$ cat config.mk
export PLATFORM = sky130hd
export DESIGN_NAME = fifo_pop_reader
export DESIGN_NICKNAME = d
export VERILOG_FILES = /design/src/rtl/fifo_pkg.sv /design/src/rtl/fifo_rd_buf.sv /design/src/rtl/fifo_pop_reader.sv
export SDC_FILE = /design/constraint.sdc
export NUM_CORES = 1
export LEC_CHECK = 0
export ABC_AREA = 1
export ABC_CLOCK_PERIOD_IN_PS = 1850
export CORE_MARGIN = 5
export CORE_UTILIZATION = 55
export DETAILED_ROUTE_END_ITERATION = 8
export GPL_TIMING_DRIVEN = 0
export PLACE_DENSITY_LB_ADDON = 0.25
export SLEW_MARGIN = 30
export SYNTH_ARGS = -nofsm -noshare
export SYNTH_HDL_FRONTEND = slang
export SYNTH_SLANG_ARGS = --single-unit
$ cat constraint.sdc
create_clock -name clk -period 1.85 [get_ports clk]
set_input_delay 0.37 -clock clk [delete_from_list [all_inputs] [get_ports clk]]
set_output_delay 0.37 -clock clk [all_outputs]
set_load 0.02 [all_outputs]
$ cat src/rtl/fifo_pkg.sv
// Definitions shared by the synchronous FIFO and its pop-side reader.
// Holds the default data width, the width of the read statistics counter and the wrapping pointer increment.
package fifo_pkg;

  localparam int BW_DEFAULT = 8;
  localparam int RD_CNT_W   = 16;

  // The depth does not have to be a power of two, so wrap explicitly instead of relying on overflow.
  function automatic int unsigned ptr_inc(input int unsigned ptr, input int unsigned depth);
    return (ptr + 1 >= depth) ? 32'd0 : ptr + 1;
  endfunction

endpackage

$ cat src/rtl/fifo_rd_buf.sv
// Circular buffer that sits behind the FIFO pop port. It has a write port, a registered read head and an occupancy count.
// A flush empties it on the next edge. This block has no pop or credit logic.
module fifo_rd_buf
  import fifo_pkg::*;
#(
  parameter int bW       = BW_DEFAULT,
  parameter int bufDepth = 3,
  parameter int cntW     = $clog2(bufDepth + 1)
) (
  input  logic            clk,
  input  logic            rst,
  input  logic            flush,
  input  logic            wr_en,
  input  logic [bW-1:0]   wr_data,
  input  logic            rd_en,
  output logic [bW-1:0]   rd_data,
  output logic            rd_valid,
  output logic [cntW-1:0] buf_cnt
);

  localparam int PtrW = (bufDepth > 1) ? $clog2(bufDepth) : 1;

  logic [bW-1:0]   mem_q [bufDepth];
  logic [PtrW-1:0] rd_ptr_q, rd_ptr_d;
  logic [PtrW-1:0] wr_ptr_q, wr_ptr_d;
  logic [cntW-1:0] cnt_q, cnt_d;
  logic [bW-1:0]   head_q, head_d;
  logic            valid_q, valid_d;

  always_comb begin
    // NOTE: every signal assigned here gets a default first, so no path can leave it unassigned and infer a latch.
    rd_ptr_d = rd_ptr_q;
    wr_ptr_d = wr_ptr_q;
    cnt_d    = cnt_q;
    head_d   = head_q;

    if (wr_en) wr_ptr_d = PtrW'(ptr_inc(32'(wr_ptr_q), bufDepth));
    if (rd_en) rd_ptr_d = PtrW'(ptr_inc(32'(rd_ptr_q), bufDepth));

    if (wr_en && !rd_en)      cnt_d = cnt_q + 1'b1;
    else if (!wr_en && rd_en) cnt_d = cnt_q - 1'b1;

    // The head register is loaded with the next item that will be at the head. That is the incoming
    // word when the buffer will otherwise be empty, and the slot after the current head when the head is consumed.
    if (wr_en && (cnt_q == '0 || (rd_en && cnt_q == cntW'(1)))) head_d = wr_data;
    else if (rd_en && cnt_q > cntW'(1))                          head_d = mem_q[rd_ptr_d];

    if (flush) begin
      rd_ptr_d = '0;
      wr_ptr_d = '0;
      cnt_d    = '0;
    end

    valid_d = (cnt_d != '0);
  end

  always_ff @(posedge clk) begin
    if (rst) begin
      rd_ptr_q <= '0;
      wr_ptr_q <= '0;
      cnt_q    <= '0;
      head_q   <= '0;
      valid_q  <= 1'b0;
    end else begin
      // NOTE: state registers use non-blocking assignments, so every flop samples values from before the edge.
      rd_ptr_q <= rd_ptr_d;
      wr_ptr_q <= wr_ptr_d;
      cnt_q    <= cnt_d;
      head_q   <= head_d;
      valid_q  <= valid_d;
    end
  end

  // NOTE: the storage array is deliberately not reset. The count and the valid bit keep stale words from ever being visible.
  always_ff @(posedge clk) begin
    if (wr_en && !flush) mem_q[wr_ptr_q] <= wr_data;
  end

`ifndef SYNTHESIS
  always_ff @(posedge clk) begin
    if (!rst && !flush) begin
      a_no_overflow : assert (!(wr_en && !rd_en && cnt_q == cntW'(bufDepth)));
    end
  end
`endif

  assign rd_data  = head_q;
  assign rd_valid = valid_q;
  assign buf_cnt  = cnt_q;

endmodule

$ cat src/rtl/fifo_pop_reader.sv
// Pop-side reader for the synchronous FIFO. It issues pops against local buffer credit and hides the FIFO's one-cycle read latency.
// Define FIFO_RD_STATS_EN to add the rdCount delivered-item counter port.
module fifo_pop_reader
  import fifo_pkg::*;
#(
  parameter int bW       = BW_DEFAULT,
  parameter int bufDepth = 3,
  parameter int cntW     = $clog2(bufDepth + 1)
) (
  input  logic                clk,
  input  logic                rst,
  input  logic [bW-1:0]       popData,
  input  logic                empty,
  output logic                pop,
  output logic [bW-1:0]       outData,
  output logic                outValid,
  input  logic                outReady,
  input  logic                flush
`ifdef FIFO_RD_STATS_EN
  ,
  output logic [RD_CNT_W-1:0] rdCount
`endif
);

  logic            in_flight_q, in_flight_d;
  logic            drop_next_q, drop_next_d;
  logic [cntW-1:0] buf_cnt;
  logic            has_credit;
  logic            wr_en;
  logic            rd_en;

  // Credit counts both the buffered items and the item in flight. The read in this cycle is not counted, so pop never depends on outReady.
  always_comb begin
    has_credit  = (int'(buf_cnt) + int'(in_flight_q)) < bufDepth;
    pop         = !empty && !flush && !rst && has_credit;
    in_flight_d = pop;
    drop_next_d = flush && (in_flight_q || pop);
    wr_en       = in_flight_q && !drop_next_q;
    rd_en       = outValid && outReady;
  end

  always_ff @(posedge clk) begin
    if (rst) begin
      in_flight_q <= 1'b0;
      drop_next_q <= 1'b0;
    end else begin
      in_flight_q <= in_flight_d;
      drop_next_q <= drop_next_d;
    end
  end

  fifo_rd_buf #(
    .bW       (bW),
    .bufDepth (bufDepth),
    .cntW     (cntW)
  ) u_buf (
    .clk      (clk),
    .rst      (rst),
    .flush    (flush),
    .wr_en    (wr_en),
    .wr_data  (popData),
    .rd_en    (rd_en),
    .rd_data  (outData),
    .rd_valid (outValid),
    .buf_cnt  (buf_cnt)
  );

`ifdef FIFO_RD_STATS_EN
  logic [RD_CNT_W-1:0] rd_count_q, rd_count_d;

  // The counter wraps naturally. Only rst clears it; flush leaves it unchanged.
  always_comb begin
    rd_count_d = rd_count_q;
    if (rd_en) rd_count_d = rd_count_q + 1'b1;
  end

  always_ff @(posedge clk) begin
    if (rst) rd_count_q <= '0;
    else     rd_count_q <= rd_count_d;
  end

  assign rdCount = rd_count_q;
`endif

endmodule

==> results.toml, run 1 <==
[status]
outcome = "finished with violations"
violations = "negative setup slack"

[sta]
final.period_utilization = 1.05
final-max-slew-violation-count = 0
setup_ws_ns = -0.0966
final.min_clock_period_ns = 1.95
rsz_0062_raised_after_global_routing = "true"
setup_viol_count_final = 1
final_hold_viol_count = 0
tightestPinTransition_ns = 0.450
fmaxAchievable_mhz = 514
clock_skew_ns = 0.0101
max-slew-margin-rel = 0.700

[routing]
detail_route.first_pass.iterations = 4
post_drt_via_cell_ratio = 5.27
post-route-drc-count = 0
routed-via-count = 1527
postRouteAntennaNets = 0
drc_marker_count_from_the_first_detailed_route_iteration = 100
postRouteWirelength_um = 3840
drt-wirelength-per-cell_um = 13.2

[layout]
postLayoutCellArea_sq_um = 2420
filler_cells = 242
finish.net_count = 260
drive_gt1_frac = 0.213
antenna_cells = 0
layout.cells.most_common_list = "41 x sky130_fd_sc_hd__nand3_1, 38 x sky130_fd_sc_hd__nand2_1, 29 x sky130_fd_sc_hd__inv_1"
flow.area_growth_from_synthesis_pct = 23.4
final_util = 0.715
most_frequent_standard_cell_in_the_layout_excluding_fill_and_tap_cells = "sky130_fd_sc_hd__nand3_1"

[worst_setup_path]
r2r_end = "u_buf.mem_q[1][0]$_DFFE_PP_"
worstSetupStartpoint = "u_buf.buf_cnt[0]$_SDFF_PP0_"
setup.worst_path.end = "pop"
setup.worst_path.start_class = "flip-flop"
crit_path_end_kind = "output pin"
critical_path_required_ns = 1.48
cp_data_arrival_time_ns = 1.58
timing.critical_path.fanout_max = 2
r2r-start = "in_flight_q$_SDFF_PP0_"
reg2reg_setup_slack_ns = 0.02
critPathKind = "flip-flop to output pin"
timing.reg2reg.worst_path_depth = 6

[placed_design]
port_buffer_cells = 22
detailedPlacementHpwl_um = 2760
dpl-instance-area_sq_um = 2260
gp_routability_congestion = 0.786

[power]
power.static_leakage_uw = 0.00102
ir_drop_uv = 585
power_density_normalized_to_cell_area_nw_per_um2 = 770

[grt]
grt.overflow.total = 0
grt_util_met1 = 0.199
number_of_antenna_violations_at_the_first_check_in_global_routing = 0
grt_use_met2 = 0.288
first_pass_grt_wire_length_um = 6580
met3_usage = 0.0391
global_route.usage.total = 0.167
grt_pass1_vias = 1528
most_used_layer_global_route = "met2"
grt_max_degree = 14

[logic_synthesis]
synth_nets = 226
netlist_top_cells_area = "sky130_fd_sc_hd__edfxtp_1 37%, sky130_fd_sc_hd__dfxtp_1 17%, sky130_fd_sc_hd__nand3_1 10%, sky130_fd_sc_hd__nand2_1 7.6%, sky130_fd_sc_hd__inv_1 6.1%"
yosysTopAreaCellShare = 0.367
synth.avg_cell_area_sq_um = 9.39
synth_sequential_area_ratio = 0.540
synth_cell_types = 24
ffs_latches_synth = 41
synth_area_leader_cell = "sky130_fd_sc_hd__edfxtp_1"
netlist_instances = 209
synth_area_sq_um = 1960
synthesis.yosys.warnings = 0

[clocking]
cts.reportedPaths.clkPinSlew_ns = 0.11
cell_at_the_root_of_the_clock_tree = "sky130_fd_sc_hd__clkbuf_4"
cts.htree.levels = 2
cts_buffers = 5
cts_tree = "built"
clkSinkCount = 41
max-clock-path-buffers = 2
clk-insertion-delay-late_ns = 0.35

[die]
die_w_um = 69.7
std_cell_rows = 21
die_area_sq_um = 4860
start_util = 0.579
pin_count = 23
design.core.area_sq_um = 3390
die_y_um = 69.7

[run]
maxCapViolations = 0

[hold_path]
hold_crit_path_type = "input port to flip-flop"
==> registers in the layout (all words and copies together) (netlist names) <==
| name | cells |
|---|---|
| u_buf.mem_q | 24 |
| u_buf.rd_data | 8 |
| u_buf.buf_cnt | 2 |
| u_buf.rd_ptr_q | 2 |
| u_buf.wr_ptr_q | 2 |
| drop_next_q | 1 |
| in_flight_q | 1 |
| u_buf.rd_valid | 1 |
==> routing by layer <==
layer | vias to the layer above | part of all wire
met5 | - | 0
met4 | 0 | 0.025
met3 | 14 | 0.041
met2 | 30 | 0.53
met1 | 725 | 0.40
li1 | 758 | -
==> cells by family after synthesis <==
kind of cell               Yosys count  synth area share
xor gates and xnor gates             1           0.00446
adders and majority gates            4            0.0255
DFF                                 41             0.540
and+or+nand+nor                    105             0.277
buffers and inverters               36            0.0778
AOI/OAI and AO/OA                   22            0.0752
==> repair_timing <==
item,in CTS,in global routing
gates resized for setup,10,11
hold buffers,0,0
setup buffers,1,3
endpoints found under the setup margin,17,17
pin swaps,0,2
==> area by class of cell <==
| cell class | count | area (sq um) | area share |
|---|---|---|---|
| flip-flops and latches | 41 | 1060 | 0.439 |
| clock buffers | 6 | 51.3 | 0.0212 |
| multi-input cells | 132 | 806 | 0.333 |
| plain buffers | 2 | 20.0 | 0.00826 |
| clock inverters | 2 | 37.5 | 0.0155 |
| repair buffers | 27 | 251 | 0.104 |
| inverters | 34 | 135 | 0.0558 |
| well taps | 46 | 57.6 | 0.0238 |
==> power breakdown <==
group | switching (uW) | internal (uW) | leakage, uW
combinational | 148 | 105 | 0.000623
clock | 293 | 321 | 0.0000445
sequential | 12.6 | 985 | 0.000356
total | 454 | 1410 | 0.00102
==> worst max-delay path, stage by stage (launching register included) <==
cell and delay, ns:
sky130_fd_sc_hd__dfxtp_2 0.36, sky130_fd_sc_hd__ha_4 0.16, sky130_fd_sc_hd__ha_4 0.20, sky130_fd_sc_hd__nand2_2 0.05, sky130_fd_sc_hd__inv_2 0.04, sky130_fd_sc_hd__nor4_4 0.25, sky130_fd_sc_hd__buf_4 0.17
==> synthesized netlist by cell type <==
library cell and number:
sky130_fd_sc_hd__nand3_1 41, sky130_fd_sc_hd__nand2_1 40, sky130_fd_sc_hd__inv_1 32, sky130_fd_sc_hd__edfxtp_1 24
sky130_fd_sc_hd__dfxtp_1 17, sky130_fd_sc_hd__nor2_1 9, sky130_fd_sc_hd__a21oi_2 8, sky130_fd_sc_hd__o21ai_1 6
sky130_fd_sc_hd__a21oi_1 4, sky130_fd_sc_hd__ha_1 4, sky130_fd_sc_hd__nand2_2 3, sky130_fd_sc_hd__nand2_4 3
sky130_fd_sc_hd__nand2_8 3, sky130_fd_sc_hd__nor4_1 3, sky130_fd_sc_hd__o21ai_0 2, sky130_fd_sc_hd__o21ai_2 2
sky130_fd_sc_hd__buf_2 1, sky130_fd_sc_hd__buf_8 1, sky130_fd_sc_hd__inv_2 1, sky130_fd_sc_hd__inv_6 1
sky130_fd_sc_hd__nor2_4 1, sky130_fd_sc_hd__nor3_1 1, sky130_fd_sc_hd__or2_2 1, sky130_fd_sc_hd__xor2_1 1
==> through the flow <==
step	TNS [ns]	cells	hold slack, ns	total power [uW]	setup WS, ns
after floorplan	0	209	0.439	1170	0.171
after global placement	-6.30	277	0.473	1260	-0.790
after detailed placement	-1.76	278	0.485	1260	-0.760
after CTS	-0.594	287	0.443	1870	-0.129
after global routing	-1.48	290	0.483	1930	-0.172
final	-0.0966	290	0.468	1860	-0.0966
==> how the worst min path moves through the flow <==
stage,slack [ns],end,from,depth (start not counted)
finish,0.47,u_buf.buf_cnt[0]$_SDFF_PP0_,rst,2
global route,0.48,u_buf.buf_cnt[0]$_SDFF_PP0_,rst,2
CTS,0.44,u_buf.buf_cnt[0]$_SDFF_PP0_,rst,2
detailed placement,0.48,u_buf.wr_ptr_q[1]$_SDFFE_PP0P_,u_buf.wr_ptr_q[1]$_SDFFE_PP0P_,2
global placement,0.47,u_buf.wr_ptr_q[1]$_SDFFE_PP0P_,u_buf.wr_ptr_q[1]$_SDFFE_PP0P_,2
floorplan,0.44,u_buf.rd_valid$_SDFF_PP0_,rst,1
No activity file was read; power rests on OpenSTA's default activity.
==> run 2, diff against run 1 <==
CORE_MARGIN = 1   (was 5)
==> results.toml, run 2 (same netlist as run 1, synthesis figures left out) <==
[run]
maxCapViolations = 0

[die]
die_area_sq_um = 3810
pin_count = 23
start_util = 0.579
die_y_um = 61.7
std_cell_rows = 21
die_w_um = 61.7
design.core.area_sq_um = 3390

[sta]
setup_ws_ns = -0.0851
fmaxAchievable_mhz = 517
tightestPinTransition_ns = 0.925
setup_viol_count_final = 17
final-max-slew-violation-count = 0
rsz_0062_raised_after_global_routing = "true"
finalHoldWorstSlack_ns = 0.499
final_hold_viol_count = 0
final.period_utilization = 1.05
max-slew-margin-rel = 0.378
final.min_clock_period_ns = 1.94
clock_skew_ns = 0.0156

[grt]
grt_max_degree = 13
global_route.usage.total = 0.208
grt_pass1_vias = 1385
grt.overflow.total = 0
number_of_antenna_violations_at_the_first_check_in_global_routing = 0
first_pass_grt_wire_length_um = 5630

[power]
share_comb_of_total_power = 0.136
power.static_leakage_uw = 0.00101
power_density_normalized_to_cell_area_nw_per_um2 = 777
ir_drop_uv = 570
power_report.internal_total_uw = 1410
power.total_uw = 1850
p_switching_uw = 439
clock_power_share = 0.326
seq_power_share = 0.539
power_switching_share = 0.237

[placed_design]
gp_routability_congestion = 0.750
detailedPlacementHpwl_um = 2630
pre_cts_ws_ns = -0.781
numPlacedInstances = 277
port_buffer_cells = 22

[clocking]
max-clock-path-buffers = 2
cts_tree = "built"
cell_at_the_root_of_the_clock_tree = "sky130_fd_sc_hd__clkbuf_4"
postCtsHoldBufs = 0
clk-insertion-delay-late_ns = 0.35
cts_buffers = 5
cts.htree.levels = 2
clkSinkCount = 41
cts.reportedPaths.clkPinSlew_ns = 0.11

[worst_setup_path]
critPathSlowestCell = "sky130_fd_sc_hd__dfxtp_2"
crit_path_end_kind = "output pin"
cpMostUsedCell = "sky130_fd_sc_hd__ha_4"
timing.critical_path.fanout_max = 3
critPathKind = "flip-flop to output pin"
critical_path_required_ns = 1.48
setup.worst_path.start_class = "flip-flop"
crit_path_cell_trace = "ha_4 -> ha_4 -> nand2_2 -> inv_2 -> nor4_2 -> buf_2"
timing.reg2reg.worst_path_depth = 5
critical-path-max-stage-delay_ns = 0.36
cp_data_arrival_time_ns = 1.57

[layout]
final_util = 0.703
drive_gt1_frac = 0.187
flow.area_growth_from_synthesis_pct = 21.4
instances_no_fill = 287
finish.net_count = 257
regMostFlops = "u_buf.mem_q"
layout.cells.most_common_list = "41 x sky130_fd_sc_hd__nand3_1, 38 x sky130_fd_sc_hd__nand2_1, 30 x sky130_fd_sc_hd__inv_1"
filler_cells = 279
most_frequent_standard_cell_in_the_layout_excluding_fill_and_tap_cells = "sky130_fd_sc_hd__nand3_1"
largest_register_ff_count = 24
antenna_cells = 0

[routing]
drt-wirelength-per-cell_um = 12.9
postRouteAntennaNets = 0
postRouteWirelength_um = 3700
detail_route.first_pass.iterations = 4
drc_marker_count_from_the_first_detailed_route_iteration = 73
routed-via-count = 1510
post-route-drc-count = 0
post_drt_via_cell_ratio = 5.26

[status]
outcome = "finished with violations"
violations = "negative setup slack"

[hold_path]
whs_path_depth = 2
hold_crit_path_type = "flip-flop to flip-flop"
run 2: per-stage QoR:
| stage | TNS (ns) | cell area, sq um |
|---|---|---|
| floorplan | 0 | 1970 |
| global placement | -6.63 | 2250 |
| detailed placement | -2.99 | 2250 |
| CTS | -0.581 | 2350 |
| global route | -2.66 | 2380 |
| finish | -0.491 | 2380 |
run 2: worst max-delay path, delay by kind of cell (launching register included):
family	cells	cell delay, ns
flops	1	0.36
fa+ha+maj	2	0.36
simple gates	2	0.29
buf+inv	2	0.24
run 2: cell type report:
class	instances	area [sq um]	share of cell area
flip-flops and latches	41	1060	0.446
well taps	46	57.6	0.0241
repair buffers	24	230	0.0966
inverters	34	135	0.0567
multi-input cells	132	792	0.332
clock buffers	7	55.1	0.0231
plain buffers	2	20.0	0.00840
clock inverters	1	30.0	0.0126
run 2: metal layers:
| layer | vias to the layer above | part of all wire | track usage |
|---|---|---|---|
| met5 | - | 0 | 0 |
| met4 | 0 | 0.0089 | 0.0794 |
| met3 | 4 | 0.047 | 0.0518 |
| met2 | 37 | 0.53 | 0.387 |
| met1 | 710 | 0.42 | 0.226 |
| li1 | 759 | - | - |
run 2: timing repair:
action	CTS	global route
gates resized for setup	9	6
setup buffers	2	0
pin swaps	0	3
endpoints found under the setup margin	17	17
run 2: path summary, 6_finish.rpt:
| kind | startpoint | end | slack (ns) |
|---|---|---|---|
| worst min-delay path | u_buf.wr_ptr_q[1]$_SDFFE_PP0P_ | u_buf.wr_ptr_q[1]$_SDFFE_PP0P_ | 0.50 |
| worst max register to register | in_flight_q$_SDFF_PP0_ | u_buf.mem_q[1][3]$_DFFE_PP_ | -0.04 |
| worst min register to register | u_buf.wr_ptr_q[1]$_SDFFE_PP0P_ | u_buf.wr_ptr_q[1]$_SDFFE_PP0P_ | 0.50 |
| worst max-delay path | in_flight_q$_SDFF_PP0_ | pop | -0.09 |
run 2: power groups by stage:
stage                     Clock (uW)  Combinational (uW)  Sequential [uW]
after floorplan                    0                 136             1030
after global placement             0                 240             1020
after detailed placement           0                 243             1020
after CTS                        610                 247              996
after global routing             645                 277             1000
final                            603                 251              997
==> run 3, diff against run 2 <==
CAP_MARGIN = 10   (was default)
==> results of run 3 <==
No change in the layout: final DEF, timing and power equal those of run 2.
